`config.mk`:
```
export PLATFORM = sky130hd
export DESIGN_NAME = wide_add_seq
export DESIGN_NICKNAME = d
export VERILOG_FILES = /design/src/rtl/wide_add_pkg.sv /design/src/rtl/adder8_slice.sv /design/src/rtl/wide_add_seq.sv
export SDC_FILE = /design/constraint.sdc
export NUM_CORES = 1
export LEC_CHECK = 0
export ABC_AREA = 1
export CELL_PAD_IN_SITES_DETAIL_PLACEMENT = 0
export CELL_PAD_IN_SITES_GLOBAL_PLACEMENT = 1
export CORE_ASPECT_RATIO = 0.7
export CORE_MARGIN = 2
export CORE_UTILIZATION = 34
export DETAILED_ROUTE_END_ITERATION = 10
export PLACE_DENSITY = 0.85
export SYNTH_ARGS = -nofsm -noshare
export SYNTH_HDL_FRONTEND = slang
export SYNTH_HIERARCHICAL = 1
export SYNTH_SLANG_ARGS = --single-unit
```
`constraint.sdc`:
```
create_clock -name clk -period 4.9 [get_ports clk]
set_input_delay 0.98 -clock clk [delete_from_list [all_inputs] [get_ports clk]]
set_output_delay 0.98 -clock clk [all_outputs]
set_load 0.03 [all_outputs]
```
`src/rtl/wide_add_pkg.sv`:
```
// Shared types and constants for the byte-serial wide adder.
// Combinational helpers only; no latency or backpressure.
// Used by wide_add_seq and its adder slice.
package wide_add_pkg;

   localparam int BYTE_W = 8;

   localparam logic [1:0] ST_IDLE = 2'd0;
   localparam logic [1:0] ST_RUN  = 2'd1;
   localparam logic [1:0] ST_DONE = 2'd2;

   typedef enum logic [1:0] {
      IDLE = ST_IDLE,
      RUN  = ST_RUN,
      DONE = ST_DONE
   } state_e;

   // Byte counter width; one bit minimum so the counter always exists.
   function automatic int cnt_width(input int nbytes);
      return (nbytes < 2) ? 1 : $clog2(nbytes);
   endfunction

endpackage

```
`src/rtl/adder8_slice.sv`:
```
// 8-bit ripple-carry adder slice built from full-adder cells.
// Latency: combinational. Backpressure: none.
// One cell per bit, carry rippling from C0 up to C8.
module adder8_fa (
   input  logic a,
   input  logic b,
   input  logic ci,
   output logic s,
   output logic co
);
   assign s  = a ^ b ^ ci;
   assign co = (a & b) | (ci & (a ^ b));
endmodule

module adder8_slice
   import wide_add_pkg::*;
(
   output logic [BYTE_W-1:0] S,
   output logic              C8,
   input  logic [BYTE_W-1:0] X,
   input  logic [BYTE_W-1:0] Y,
   input  logic              C0
);
   logic [BYTE_W:0] c;

   assign c[0] = C0;
   assign C8   = c[BYTE_W];

   for (genvar i = 0; i < BYTE_W; i++) begin : g_fa
      adder8_fa u_fa (
         .a  (X[i]),
         .b  (Y[i]),
         .ci (c[i]),
         .s  (S[i]),
         .co (c[i+1])
      );
   end
endmodule

```
`src/rtl/wide_add_seq.sv`:
```
// Byte-serial multi-precision add/subtract over one shared 8-bit adder slice.
// Latency: out_valid rises NBYTES cycles after the accept edge.
// Backpressure: result held in DONE until out_ready; no new accept until back in IDLE.
module wide_add_seq
   import wide_add_pkg::*;
#(
   parameter int NBYTES = 4
) (
   input  logic                     clk,
   input  logic                     rst_n,
   input  logic                     in_valid,
   output logic                     in_ready,
   input  logic [BYTE_W*NBYTES-1:0] in_a,
   input  logic [BYTE_W*NBYTES-1:0] in_b,
   input  logic                     in_cin,
   input  logic                     in_sub,
   output logic                     out_valid,
   input  logic                     out_ready,
   output logic [BYTE_W*NBYTES-1:0] out_sum,
   output logic                     out_cout,
   output logic                     out_ovf
);
   localparam int CW = cnt_width(NBYTES);
   localparam logic [CW-1:0] LAST = CW'(NBYTES - 1);

   state_e                            state;
   logic [NBYTES-1:0][BYTE_W-1:0]     a_q;
   logic [NBYTES-1:0][BYTE_W-1:0]     b_q;
   logic [NBYTES-1:0][BYTE_W-1:0]     sum_q;
   logic [CW-1:0]                     cnt;
   logic                              carry_q;
   logic [BYTE_W-1:0]                 slice_s;
   logic                              slice_c8;

   adder8_slice u_slice (
      .S  (slice_s),
      .C8 (slice_c8),
      .X  (a_q[cnt]),
      .Y  (b_q[cnt]),
      .C0 (carry_q)
   );

   assign in_ready = (state == IDLE);
   assign out_sum  = sum_q;

   always_ff @(posedge clk or negedge rst_n) begin
      if (!rst_n) begin
         state     <= IDLE;
         a_q       <= '0;
         b_q       <= '0;
         sum_q     <= '0;
         cnt       <= '0;
         carry_q   <= 1'b0;
         out_valid <= 1'b0;
         out_cout  <= 1'b0;
         out_ovf   <= 1'b0;
      end else begin
         case (state)
            IDLE: begin
               if (in_valid) begin
                  // Subtract is A + ~B + 1, so B is stored inverted and carry preset.
                  a_q     <= in_a;
                  b_q     <= in_sub ? ~in_b : in_b;
                  carry_q <= in_sub | in_cin;
                  sum_q   <= '0;
                  cnt     <= '0;
                  state   <= RUN;
               end
            end
            RUN: begin
               sum_q[cnt] <= slice_s;
               carry_q    <= slice_c8;
               if (cnt == LAST) begin
                  out_cout  <= slice_c8;
                  out_ovf   <= (a_q[NBYTES-1][BYTE_W-1] == b_q[NBYTES-1][BYTE_W-1]) &&
                               (slice_s[BYTE_W-1] != a_q[NBYTES-1][BYTE_W-1]);
                  out_valid <= 1'b1;
                  cnt       <= '0;
                  state     <= DONE;
               end else begin
                  cnt <= cnt + 1'b1;
               end
            end
            DONE: begin
               if (out_ready) begin
                  out_valid <= 1'b0;
                  state     <= IDLE;
               end
            end
            default: state <= IDLE;
         endcase
      end
   end
endmodule

```
==> results.md <==
* Fin area at 0.00675 mm²
* Syn Nets at a little over 700
* TritonCTS clock tree: yes
* Die ar. at 0.0165 mm²
* Routability congestion estimate from global placement at 0.799
* Hold buffer count at cts at 0
* Type of origin of the critical path: flop
* Fin nets at a little over 800
* Hold path endpoint: a_q[30]$_DFFE_PN0P_
* Skew-Pair Late Insertion Delay at roughly 0.35 ns
* Die height at 108 µm
* Worst R2R Setup Slack at ~0.32 ns
* Htree depth at 3
* Syn Area/Cell at slightly above 8 µm²
* Tcrit/Tclk final at between 90 and 100%
* WP data arrival at slightly below 5 ns
* Commonest non-fill, non-tap cell in the layout: nand2_1
* Synth Register Bits at 104
* Die width at 153 µm
* First-pass GRT wire length at 22,100 µm
* Synth area leader: dfrtp_1
* Seq/Total Area, Yosys at between 40% and 50%
* CTS root buf: clkbuf_16
* Largest net degree at the start of global routing at between 80 and 90
* Final antenna-violating net count at 0
* Starting DRT DRC Count at 232
* Routed Wire Length at approximately 13,000 µm
* Hold_sp: a_q[30]$_DFFE_PN0P_
* Most frequent cells in the layout: nand2_1 (303), dfrtp_1 (103), clkdlybuf4s50_1 (103)
* PwrDens at ~740 mW/mm²
* Vias at around 4,300
* Pint at 2.70 mW
* Final hold vios at 0
* Synth cell types at 21
* Switching power at 2.29 mW
* Via/cell ratio at between 4 and 5
* Unrepaired setup endpoints after global routing: false
* Top-area cell type share of the netlist area at 49.5%
* CTS clk-pin slew, worst paths at about 0.07 ns
* Cells after Synth at roughly 640
* CP max FO at 7
* Row count at 37
* Min cycle time layout at 4.58 ns
* Area grow syn2layout at 28.5%
* Core area at about 0.015 mm²
* Post-DP HPWL at a little over 9000 µm
* Class of the tightest hold or removal check: flop to flop
* CTS buffer count at 9
* Leak at ~3.4 nW
* DRC at 0
* Logic pwr share at a little under three fifths
* Grt total ovfl at 0
* Switching share of power at around 46%
* Final setup violation count at 0
* Hold Path Cell Cnt at 2
* CTS Buffer Depth at 2
* Setup crit end kind: flop
* Total track usage at 17.0%
* Worst Max-Slew Pin Slew at between 0.9 and 1 ns
* PortBufs at 105
* Reg2reg end: out_sum[31]$_DFFE_PN0P_
* IO Pins at 106
* Clock Skew at between 0.009 and 0.01 ns
* Post-Syn Area at 0.00525 mm²
* Critical R2R Launch: cnt[1]$_DFFE_PN0P_
* Worst reg2reg path depth at 15
* Max_slew headroom at 36.0%
* Max-slew violation count at 0
* # clock sinks at 104
* Seq pwr share at ~30%
* Outcome: completed
* Top cells by area, synth: dfrtp_1 (50%), nand2_1 (22%), xor2_1 (5.3%)
* Worst Setup Path Type: flop to flop
* # diodes at 0
* Layout cell share with drive strength beyond 1 at under 10%
* Maxcap violations at 0
* YS warnings at 6
* Initial Util at 35.2%
* Initial antenna violation count at 0
* Clock group share of total power at approximately 15%
* Worst path required time at 5.18 ns
* Setup TNS at 0 ns
* Area of placed instances at about 0.0064 mm²
* Max Fclk at about 0.22 GHz
* Vias in the first global route at 4,118
* Avg WL per Cell at 14.0 µm
* Peak supply drop at 423 µV
* Initial DRT Pass Iterations at 4
==> sequential cells by signal, indices dropped and copies added (netlist names) <==
signal and count:
a_q 32, b_q 32, out_sum 32, cnt 2
state 2, carry_q 1, out_cout 1, out_ovf 1
out_valid 1
==> layout make-up <==
class	instances	area (µm²)
clock buffer	9	225
sequential	104	2600
fill	1467	8160
timing repair buffer	120	1160
tap	195	244
clock inverter	7	81.3
multi-input combinational	451	2260
inverter	47	181
==> synth_stat cells, drive strengths merged <==
| cell | number |
|---|---|
| buf | 25 |
| clkbuf | 8 |
| clkinv | 1 |
| dfrtp | 104 |
| fa | 8 |
| ha | 5 |
| inv | 46 |
| nand2 | 305 |
| nand3 | 39 |
| nor2 | 11 |
| o211ai | 32 |
| o21ai | 18 |
| o31ai | 1 |
| xor2 | 32 |
==> worst max-delay path: stages (launching register included) <==
cell and delay [ns]:
dfrtp_2 0.43, clkinv_1 0.15, o211ai_1 0.12, nand2_1 0.09
fa_1 0.44, fa_1 0.39, fa_1 0.39, fa_1 0.39
fa_1 0.39, fa_1 0.39, fa_1 0.42, fa_2 0.61
nand2_1 0.06, nor2_1 0.11, nand2_1 0.06, nand2_1 0.06
==> metal layers <==
metal,global-route usage [%],share of wire (%),vias up
li1,-,-,2168
met1,25.2,51,1966
met2,24.8,41,126
met3,4.13,6.7,16
met4,4.56,1.4,0
met5,0,0,-
==> metrics by stage <==
stage                     total power [mW]  worst slack, ns  hold WS [ns]  std cells  util (%)
after floorplan                       3.22            0.188         0.449        635         -
after global placement                4.11            0.284         0.466        913      43.0
after detailed placement              4.16            0.211         0.465        913      43.0
after CTS                             4.90            0.208         0.484        929      45.0
after global routing                  5.44           0.0190         0.503        933      45.3
final                                 4.99            0.318         0.480        933      45.3
==> cells by family (layout without fill, tap and decap cells) <==
kind of cell / Yosys count / in the layout / synth area share (%)
AND/OR/NAND/NOR: 355 / 355 / 26.9
AO/OA/AOI/OAI: 51 / 51 / 6.43
buffers and inverters: 80 / 183 / 7.55
XOR/XNOR: 32 / 32 / 5.33
flip-flops: 104 / 104 / 49.5
adder cells (fa/ha/maj): 13 / 13 / 4.24
==> worst max path at each step <==
stage                       start                 endpoint  slack, ns  cells past startpoint
5_1_grt        cnt[1]$_DFFE_PN0P_  out_sum[31]$_DFFE_PN0P_       0.02                     15
2_1_floorplan  cnt[0]$_DFFE_PN0P_      out_ovf$_DFFE_PN0P_       0.19                     18
6_report       cnt[1]$_DFFE_PN0P_  out_sum[31]$_DFFE_PN0P_       0.32                     15
3_5_place_dp   cnt[0]$_DFFE_PN0P_      out_ovf$_DFFE_PN0P_       0.21                     17
4_1_cts        cnt[0]$_DFFE_PN0P_  out_sum[31]$_DFFE_PN0P_       0.21                     16
3_3_place_gp   cnt[0]$_DFFE_PN0P_      out_ovf$_DFFE_PN0P_       0.28                     17
==> what timing repair did <==
action                                  in CTS  in global routing
buffers inserted                             0                  4
endpoints found under the setup margin       0                  2
gates resized for setup                      0                  5
hold endpoints to repair                     0                  0
==> power by group through the flow <==
stage | clock network (mW) | logic, mW | registers [mW]
6_report | 0.736 | 2.78 | 1.48
4_1_cts | 0.750 | 2.67 | 1.48
2_1_floorplan | 0 | 1.59 | 1.63
3_3_place_gp | 0 | 2.63 | 1.49
5_1_grt | 0.791 | 3.11 | 1.53
3_5_place_dp | 0 | 2.67 | 1.49
(Power assumes the default switching activity.)
